===== config.mk =====
export PLATFORM = sky130hd
export DESIGN_NAME = stdmacro_dffpipe_flat
export DESIGN_NICKNAME = d
export VERILOG_FILES = /design/src/rtl/stdmacro_dffpipe_if.sv /design/src/rtl/stdmacro_dffpipe.sv /design/src/flat_wrapper.sv
export SDC_FILE = /design/constraint.sdc
export NUM_CORES = 1
export LEC_CHECK = 0
export CORE_AREA = 8 8 45 47
export DETAILED_ROUTE_END_ITERATION = 10
export DIE_AREA = 0 0 53 55
export SYNTH_ARGS = -nofsm -noshare
export SYNTH_HDL_FRONTEND = slang
export SYNTH_SLANG_ARGS = --single-unit

===== constraint.sdc =====
create_clock -name clk -period 1.1 [get_ports clk]
set_input_delay 0.22 -clock clk [delete_from_list [all_inputs] [get_ports clk]]
set_output_delay 0.22 -clock clk [all_outputs]
set_load 0.01 [all_outputs]

===== src/rtl/stdmacro_dffpipe_if.sv =====
// rtl/stdmacro_dffpipe_if.sv - upstream/downstream handshake bundle for the dffpipe register pipeline
interface stdmacro_dffpipe_if #(
    parameter int DFF_WIDTH = 1,
    parameter int CNT_WIDTH = 2
);
    logic                 s_valid;
    logic                 s_ready;
    logic [DFF_WIDTH-1:0] s_data;
    logic                 m_valid;
    logic                 m_ready;
    logic [DFF_WIDTH-1:0] m_data;
    logic [CNT_WIDTH-1:0] count;

    modport master (
        output s_valid, s_data, m_ready,
        input  s_ready, m_valid, m_data, count
    );

    modport slave (
        input  s_valid, s_data, m_ready,
        output s_ready, m_valid, m_data, count
    );
endinterface


===== src/rtl/stdmacro_dffpipe.sv =====
// rtl/stdmacro_dffpipe.sv - multi-stage valid/ready register pipeline with bubble collapsing and flush
module stdmacro_dffpipe #(
    parameter int                   DFF_WIDTH       = 1,
    parameter int                   DFF_DEPTH       = 2,
    parameter logic [DFF_WIDTH-1:0] DFF_RESET_VALUE = '0,
    parameter int                   CNT_WIDTH       = $clog2(DFF_DEPTH + 1)
) (
    input  logic                clk,
    input  logic                aresetn,
    input  logic                flush,
    stdmacro_dffpipe_if.slave   pipe
);

    generate
        if (DFF_DEPTH < 1) begin : g_bad_depth
            $error("stdmacro_dffpipe: DFF_DEPTH must be >= 1");
        end
        if (DFF_WIDTH < 1) begin : g_bad_width
            $error("stdmacro_dffpipe: DFF_WIDTH must be >= 1");
        end
    endgenerate

    logic [DFF_DEPTH-1:0] v_q;
    logic [DFF_DEPTH-1:0] v_d;
    logic [DFF_WIDTH-1:0] d_q [DFF_DEPTH];
    logic [DFF_WIDTH-1:0] d_d [DFF_DEPTH];
    logic [CNT_WIDTH-1:0] cnt_q;
    logic [CNT_WIDTH-1:0] cnt_d;

    logic [DFF_DEPTH-1:0] rdy;
    logic [DFF_DEPTH-1:0] in_v;
    logic [DFF_WIDTH-1:0] in_d [DFF_DEPTH];

    // A stage can take new data if it is empty or everything after it can move.
    always_comb begin : ready_chain
        logic acc;
        rdy = '0;
        acc = pipe.m_ready;
        for (int i = DFF_DEPTH - 1; i >= 0; i--) begin
            acc    = acc | ~v_q[i];
            rdy[i] = acc;
        end
    end

    always_comb begin : stage_inputs
        in_v    = '0;
        in_v[0] = pipe.s_valid;
        in_d[0] = pipe.s_data;
        for (int i = 1; i < DFF_DEPTH; i++) begin
            in_v[i] = v_q[i-1];
            in_d[i] = d_q[i-1];
        end
    end

    // Data only loads on a real transfer so bubbles leave the registers untouched.
    always_comb begin : next_state
        v_d   = v_q;
        cnt_d = '0;
        for (int i = 0; i < DFF_DEPTH; i++) begin
            d_d[i] = d_q[i];
        end
        if (flush) begin
            v_d = '0;
        end else begin
            for (int i = 0; i < DFF_DEPTH; i++) begin
                if (rdy[i]) begin
                    v_d[i] = in_v[i];
                    if (in_v[i]) begin
                        d_d[i] = in_d[i];
                    end
                end
            end
        end
        for (int i = 0; i < DFF_DEPTH; i++) begin
            cnt_d = cnt_d + CNT_WIDTH'(v_d[i]);
        end
    end

    always_ff @(posedge clk or negedge aresetn) begin
        if (!aresetn) begin
            v_q   <= '0;
            cnt_q <= '0;
            for (int i = 0; i < DFF_DEPTH; i++) begin
                d_q[i] <= DFF_RESET_VALUE;
            end
        end else begin
            v_q   <= v_d;
            cnt_q <= cnt_d;
            for (int i = 0; i < DFF_DEPTH; i++) begin
                d_q[i] <= d_d[i];
            end
        end
    end

    assign pipe.s_ready = rdy[0] & ~flush & aresetn;
    assign pipe.m_valid = v_q[DFF_DEPTH-1];
    assign pipe.m_data  = d_q[DFF_DEPTH-1];
    assign pipe.count   = cnt_q;

endmodule

===== src/flat_wrapper.sv =====
// flat-port wrapper written by rule: the top's interface ports become plain ports
module stdmacro_dffpipe_flat 
#(
    parameter int                   DFF_WIDTH       = 1,
    parameter int                   DFF_DEPTH       = 2,
    parameter logic [DFF_WIDTH-1:0] DFF_RESET_VALUE = '0,
    parameter int                   CNT_WIDTH       = $clog2(DFF_DEPTH + 1)
)
  (clk, aresetn, flush, pipe_s_valid, pipe_s_data, pipe_m_ready, pipe_s_ready, pipe_m_valid, pipe_m_data, pipe_count);
  stdmacro_dffpipe_if #(.DFF_WIDTH(DFF_WIDTH), .CNT_WIDTH(CNT_WIDTH)) pipe_i ();
  input  logic clk;
  input  logic aresetn;
  input  logic flush;
  input wire logic [$bits(pipe_i.s_valid)-1:0] pipe_s_valid;
  input wire logic [$bits(pipe_i.s_data)-1:0] pipe_s_data;
  input wire logic [$bits(pipe_i.m_ready)-1:0] pipe_m_ready;
  output wire logic [$bits(pipe_i.s_ready)-1:0] pipe_s_ready;
  output wire logic [$bits(pipe_i.m_valid)-1:0] pipe_m_valid;
  output wire logic [$bits(pipe_i.m_data)-1:0] pipe_m_data;
  output wire logic [$bits(pipe_i.count)-1:0] pipe_count;
  assign pipe_i.s_valid = pipe_s_valid;
  assign pipe_i.s_data = pipe_s_data;
  assign pipe_i.m_ready = pipe_m_ready;
  assign pipe_s_ready = pipe_i.s_ready;
  assign pipe_m_valid = pipe_i.m_valid;
  assign pipe_m_data = pipe_i.m_data;
  assign pipe_count = pipe_i.count;
  stdmacro_dffpipe #(.DFF_WIDTH(DFF_WIDTH), .DFF_DEPTH(DFF_DEPTH), .DFF_RESET_VALUE(DFF_RESET_VALUE), .CNT_WIDTH(CNT_WIDTH)) u_core (.clk(clk), .aresetn(aresetn), .flush(flush), .pipe(pipe_i));
endmodule

Word-level counts from Yosys, hierarchy flattened --
Cells that the tools add are included.
Cells by class: reductions and logical operators 2, multiplexer cells 3, add/subtract/negate cells 1, bitwise logic cells 7
Operator list (count):
- $reduce_and 3->1 | 2
- $not 1->1 | 3
- $add 1x1->2 | 1
- $and 1x1->1 | 2
- $mux 1 | 2
- $mux 2 | 1
- $or 1x1->1 | 2
Word-level totals: output and inout bits 5, bits in registers 6, bits of input ports 6, logic and storage cells 17

Longest topological paths before layout --
Gate-level depths: netlist of the first run.
depth after elaboration 6, depth in mapped cells 4, mapped depth without buffers 4

Worst setup path before layout of the first run --
Ideal clock, no wire load.
kind reg-to-reg, from register u_core.v_q[1], to register u_core.d_q[1] (netlist bit), arrival time 1.092 ns, library setup time 0.125 ns, data required time 0.975 ns, cell stages (with the launch flop) 4, slack -0.117 ns, buffers on the path 0, clock period less this slack 1.217 ns, cells stage by stage dfrtp_1 -> and3b_1 -> nor3b_2 -> mux2_4
On the way: cells in the longest elaborated chain, start to end 4
RTL lines:
- start, declared | RTL line stdmacro_dffpipe.sv:23 | logic [DFF_DEPTH-1:0] v_q;
- start signal, assigned | RTL line stdmacro_dffpipe.sv:87 | v_q <= v_d;
- $not 1->1 | RTL line stdmacro_dffpipe.sv:40 | acc = acc | ~v_q[i];
- $or 1x1->1 (2 in a row) | RTL line stdmacro_dffpipe.sv:40
- $reduce_and 3->1 (no line)
- end signal, assigned by index | RTL line stdmacro_dffpipe.sv:90 | d_q[i] <= d_d[i];
- end, declared | RTL line stdmacro_dffpipe.sv:25 | logic [DFF_WIDTH-1:0] d_q [DFF_DEPTH];
Every way passes these cells. A chain may end at the register's enable or synchronous reset.

Final worst setup path of the first run --
from register u_core.v_q[0], to output port pipe_s_ready
On the way: cells in the longest elaborated chain, start to end 4
RTL lines:
- $not 1->1 | RTL line stdmacro_dffpipe.sv:40
- $or 1x1->1 | RTL line stdmacro_dffpipe.sv:40
- $and 1x1->1 (2 in a row) | RTL line stdmacro_dffpipe.sv:95 | assign pipe.s_ready = rdy[0] & ~flush & aresetn;
- end, declared | RTL line flat_wrapper.sv:17 | output wire logic [$bits(pipe_i.s_ready)-1:0] pipe_s_ready;
Every way passes these cells.

==> summary.md, run 1 <==
• 88.3% — worst rel slew slack
• 0 — Yosys warning total
• 483 µm² — post-route standard cell area excluding fillers
• 4.04 — ratio of routed vias to standard cells
• register — startpoint class of the critical path
• 6.01% — Global Route met1 Usage
• 68.3% — layout cells sized above 1
• 5.88% — met3 Track Usage GR
• 10 — port buffer count
• true — unrepaired setup endpoints after global routing
• 55 µm — DIE HEIGHT
• 230 — total via count in the routed design
• 483 µm — placed wire-length estimate after detailed placement
• 13.7 µm² — Post-Synthesis Mean Instance Area
• 17.8% — Starting Density
• 0 — quantity of hold-fixing buffers added after cts
• 1.37 ns — time the final worst path needs with I/O delays and setup
• 1.15 ns — Data arrival, critical path
• 14 — std cell rows
• 0.724 — Routability Congestion
• 0.04 ns — clock-pin slew of the registers on the worst-case setup and hold paths
• 50 — layout net count
• clkbuf_4 — cell at the root of the clock tree
• 0 — final number of hold-violating endpoints
• 1 — Initial DRC Count
• 246 µm² — netlist area before placement
• 2 — crit-path max FO
• 1250 nW/µm² — total power divided by cell area
• buf_4, dfrtp_1, clkbuf_4, clkdlybuf4s50_1, clkbuf_2 — most frequent cells in the layout
• 49 — Placed Cells incl. Taps
• 4 — Register-to-Register Path Depth
• 2 — maximum number of buffers from clock root to sink
• -0.270 ns — final setup margin
• 0.275 ns — worst hold slack
• 2 — DRT Pass-1 Iters
• 0 — Pins Over Slew Limit
• 0 — DRT antenna net count
• 34.9% — post-layout util
• 25 — Synth Net Count
• 743 µm — final WL
• 730 MHz — Peak Freq
• 0 — leftover overflow at the end of global routing
• 0.25 ns — clk_lat worst skew
• buf_4 — most common cell after layout, fill and taps aside
• 6.70% — total routing resource utilization after global routing
• 1 — Critical path buffers and inverters
• u_core.v_q[0] — FF-to-FF Start
• 0 — antenna violations before repair
• 0 — antenna cells
• 13.0 µm — WL per Instance
• input pin to async pin — Hold/Removal Path Class
• 95.9% — P&R area growth vs syn
• 1380 µm² — area of the core
• simple AND/OR/NAND/NOR gates — cell type group with the largest total delay on the critical path
• 2920 µm² — die area
• met2 — busiest grt layer
• 57 — Cell Count, Final, Fillers Out
• 7 — Setup Viol. Count Final
• 53 µm — Die Width
• 18 — Mapped Cells
• 9 — library cells used by synthesis
• 0 — max-cap violations
• 0 — DRC violation count after routing
• 9.57% — GR Util met2
• negative setup slack — failing checks
• output port — category of the worst setup path capture point
• 125% — share of the clock period used by the worst path after layout
• u_core.v_q[0] — worst setup path start
• 6 — # clock sinks
• 3 — number of stages on the worst setup path
• complete, but fails checks — outcome
• 0.241 nW — leak pwr
• 1 — maximum level of the CTS H-tree
• 6 — Seq cells post-synth
• 11 — IO Pins
• 0.37 ns — critical path's largest stage delay
• 7 — pin count of the biggest net entering global routing
• 284 — number of global-route vias before repair
• 0.000710 V — largest vdd supply drop
• 0.00256 ns — Fin Clk Skew
• 0.174 ns — actual slew at the worst max-slew pin
• yes — CTS tree
• 3 — Inserted Clock Buffers
• register to output port — Setup Crit Path Kind
• 0.88 ns — CP required
• 1300 µm — wire length of the first global-routing pass
• dfrtp_1 — Worst path slowest cell
• 60.9% — proportion of synthesized chip area in sequential cells
• and3b_2, nor3b_2, buf_2 — chain of cells forming the critical path
• 412 µm² — Post-DP Area
## synth_stat cells, drive strengths merged
master / number / area share [%]
mux2: 2 / 11
and3b: 1 / 3.6
nor2: 4 / 6.1
nor3b: 3 / 11
nor2b: 1 / 2.5
dfrtp: 6 / 61
ha: 1 / 5.1
## metal layers
metal  vias up  wire length, µm
met2        12              332
met5         -                0
li1        108                -
met4         0               19
met1       108              291
met3         2              100
## what timing repair did
action,4_1_cts,5_1_grt
buffers inserted,4,1
pin swaps,5,2
setup endpoints to repair,9,10
gates resized for setup,24,5
## cell type report
cell class / count / area, µm²
Clock buffer: 3 / 22.5
Sequential cell: 6 / 150
Tap cell: 16 / 20.0
Timing Repair Buffer: 20 / 158
Fill cell: 145 / 901
Multi-Input combinational cell: 12 / 133
## worst reg2reg max path: stages (launching register included)
cell	delay (ns)
dfrtp_1	0.37
and3b_2	0.23
buf_4	0.15
nor3b_4	0.17
mux2_4	0.32
## through the flow
step | power, mW | setup TNS [ns] | setup slack, ns
after floorplan | 0.305 | -0.257 | -0.101
after global placement | 0.389 | -2.48 | -0.784
after detailed placement | 0.394 | -2.71 | -0.842
after CTS | 0.618 | -1.18 | -0.295
after global routing | 0.653 | -1.57 | -0.335
final | 0.603 | -1.18 | -0.270
## logic make-up after synthesis
| family | count (synthesis) | share of synthesized area [%] |
|---|---|---|
| flops | 6 | 60.9 |
| simple gates | 9 | 23.3 |
| mux | 2 | 10.7 |
| fa+ha+maj | 1 | 5.08 |
## registers in the layout, summed over array words and instances, names as in the netlist
register / cells
u_core.d_q: 1
u_core.v_q: 2
u_core.pipe.m_data: 1
u_core.pipe.count: 2
## where the power goes
group | total, mW | internal (mW) | leakage [nW] | switching (mW)
clock network | 0.200 | 0.123 | 0.0138 | 0.0772
registers | 0.261 | 0.247 | 0.0762 | 0.0136
logic | 0.141 | 0.0875 | 0.151 | 0.0538
## path summary, 6_finish.rpt
path / end / slack (ns)
setup / recovery: pipe_s_ready / -0.27
max in group asynchronous: u_core.v_q[0] / 0.71
hold reg to reg: u_core.pipe.m_data / 0.51
setup reg to reg: u_core.d_q[1] / -0.25
min in group clk: u_core.v_q[1] / 0.50
hold / removal: u_core.pipe.m_data / 0.28
Power figures use the tool's default switching activity.
==> run 2: changes to the inputs <==
--- a/config.mk
+++ b/config.mk
@@ -8,6 +8,7 @@
 export CORE_AREA = 8 8 45 47
 export DETAILED_ROUTE_END_ITERATION = 10
 export DIE_AREA = 0 0 53 55
+export GPL_TIMING_DRIVEN = 0
 export SYNTH_ARGS = -nofsm -noshare
 export SYNTH_HDL_FRONTEND = slang
 export SYNTH_SLANG_ARGS = --single-unit
==> run 2 against run 1 <==
The flow still finishes with violations (negative setup slack). Sequential share of layout area increased by 1.9 points. Critical path depth increased by 1. Maximum frequency is 1.8% lower. Combinational power is 11% lower. Via count shrank 13%. Largest cell class is now flip-flops and latches. Final cell count is 7.0% lower. Largest power group unchanged. Utilization is 2.0 points lower. Worst setup slack got worse by 0.025 ns. Global-route usage fell by 0.99 points.
==> summary.md, run 2 (synthesized netlist as in run 1, its figures left out) <==
• 11 — IO Pins, unchanged
• register — category of the worst setup path capture point
• 201 — total via count in the routed design, -13%
• 250 — number of global-route vias before repair, -12%
• 0.275 ns — actual slew at the worst max-slew pin, +0.100 ns
• 0 — DRC violation count after routing, unchanged
• 1.22 ns — CP required, +0.34 ns
• 717 MHz — Peak Freq, -1.8%
• 84.8% — P&R area growth vs syn
• 1150 µm — wire length of the first global-routing pass, -12%
• 143 — Filler Cell Count, -1.4%
• 0 — leftover overflow at the end of global routing, unchanged
• 4 — number of cells traversed by the worst hold path
• 1.52 ns — Data arrival, critical path, +0.37 ns
• 81.6% — worst rel slew slack, -6.7 points
• u_core.v_q[0] — FF-to-FF Start
• clkbuf_4 — cell at the root of the clock tree
• 0.05 ns — clock-pin slew of the registers on the worst-case setup and hold paths, about the same
• 3 — Inserted Clock Buffers, unchanged
• complete, but fails checks — outcome
• 7 — Setup Viol. Count Final, unchanged
• 55 µm — DIE HEIGHT, unchanged
• 3 — crit-path max FO, +1
• 0.588 mW — Design Power, -2.4%
• 0 — antenna cells, unchanged
• met2 — busiest grt layer
• u_core.v_q[1] — end point of the worst hold path
• 486 µm — placed wire-length estimate after detailed placement, +0.66%
• register — startpoint class of the critical path
• register to register — Setup Crit Path Kind
• negative setup slack — failing checks
• 0 — DRT antenna net count, unchanged
• 2 — maximum number of buffers from clock root to sink, unchanged
• yes — CTS tree
• 0.00202 ns — Fin Clk Skew, -0.000544 ns
• 53 µm — Die Width, unchanged
• dfrtp_1, buf_4 — most frequent cells in the layout
• -0.29 ns — slack of the worst reg-to-reg path, -0.04 ns
• 2920 µm² — die area, unchanged
• 1380 µm² — area of the core, unchanged
• 0 — Pins Over Slew Limit, unchanged
• 44 — Placed Cells incl. Taps, -10%
• 0 — max-cap violations, unchanged
• 127% — share of the clock period used by the worst path after layout, +2.3 points
• 719 µm — final WL, -3.2%
• -0.295 ns — final setup margin, -0.0250 ns
• 46 — layout net count, -8.0%
• 6 — # clock sinks, unchanged
• 1 — DRT Pass-1 Iters, -1
• 17.8% — Starting Density, unchanged
• 13.6 µm — WL per Instance, +4.1%
• 7 — pin count of the biggest net entering global routing, unchanged
• 0 — antenna violations before repair, unchanged
• 14 — std cell rows, unchanged
• 0.773 — Routability Congestion, +6.7%
• 3.79 — ratio of routed vias to standard cells, -6.0%
• 1.39 ns — time the final worst path needs with I/O delays and setup, +0.0250 ns
• 5.55% — Global Route met1 Usage, -0.46 points
• 9.18% — GR Util met2, -0.39 points
• u_core.d_q[1] — R2R Path End
• 2.41% — met3 Track Usage GR, -3.5 points
• 5.71% — total routing resource utilization after global routing, -0.99 points
• 54.1% — layout cells sized above 1, -14 points
• 53 — Cell Count, Final, Fillers Out, -7.0%
• 4 — Register-to-Register Path Depth, unchanged
• 0.221 nW — leak pwr, -8.2%
• 0.24 ns — clk_lat worst skew, about the same
• 1 — maximum level of the CTS H-tree, unchanged
• 0 — final number of hold-violating endpoints, unchanged
• input pin to register — Hold/Removal Path Class
• dfrtp_1 — most common cell after layout, fill and taps aside
• true — unrepaired setup endpoints after global routing
• 0.000475 V — largest vdd supply drop, -33%
• 10 — port buffer count, unchanged
• 0 — Initial DRC Count, -1
• 1290 nW/µm² — total power divided by cell area, +3.5%
• pipe_m_ready — Hold Startpoint
run 2: cell count changes in the layout (fill, tap and decap cells not counted), sizes merged:
cell / delta
buf: -5
clkbuf: -2
clkdlybuf4s15: +2
clkdlybuf4s50: -1
dlygate4sd2: +1
dlygate4sd3: +1
run 2: worst max path at each step:
| stage | start | to | slack (ns) | depth (start not counted) |
|---|---|---|---|---|
| 2_1_floorplan | u_core.v_q[1] | u_core.d_q[1] | -0.10 | 3 |
| 3_3_place_gp | pipe_m_ready | pipe_s_ready | -0.79 | 4 |
| 3_5_place_dp | aresetn | pipe_s_ready | -0.81 | 3 |
| 4_1_cts | u_core.v_q[0] | pipe_s_ready | -0.28 | 3 |
| 5_1_grt | u_core.v_q[0] | pipe_s_ready | -0.41 | 3 |
| 6_report | u_core.v_q[0] | u_core.d_q[1] | -0.29 | 4 |
run 2: power by group:
group          internal [mW]  leakage (nW)  switching [mW]
clock network          0.123        0.0138          0.0788
logic                 0.0769         0.131          0.0489
registers              0.247        0.0762          0.0133
run 2: routing by layer:
| layer | up-vias | share of wire (%) |
|---|---|---|
| met3 | 0 | 9.7 |
| met4 | 0 | 0 |
| met2 | 9 | 46 |
| met5 | - | 0 |
| li1 | 99 | - |
| met1 | 93 | 44 |
run 2: cell type report:
class,count,area (µm²),area share [%]
clock buffer,3,22.5,4.95
tap,16,20.0,4.40
sequential,6,150,33.0
multi-input combinational,12,124,27.2
timing repair buffer,16,139,30.5
run 2: per-stage QoR:
step                      setup TNS, ns  setup slack (ns)  hold WS, ns  util, %  instance area, µm²
final                             -1.35            -0.295        0.461     32.9                 455
after floorplan                  -0.257            -0.101      -0.0756        -                 254
after global routing              -1.88            -0.408        0.498     32.9                 455
after CTS                        -0.988            -0.281        0.455     31.6                 437
after detailed placement          -2.47            -0.809        0.496     27.0                 374
after global placement            -2.36            -0.794        0.480     27.0                 374
run 2: critical path: stages (launching register included):
cell     delay, ns
dfrtp_1       0.39
and3b_2       0.23
buf_4         0.14
nor3b_2       0.20
mux2_4        0.32
run 2: timing repair:
item	in CTS	in global routing
setup endpoints to repair	9	8
pin swaps	4	2
hold endpoints to repair	6	0
hold buffers	1	0
setup buffers	3	2
resized for setup	23	3
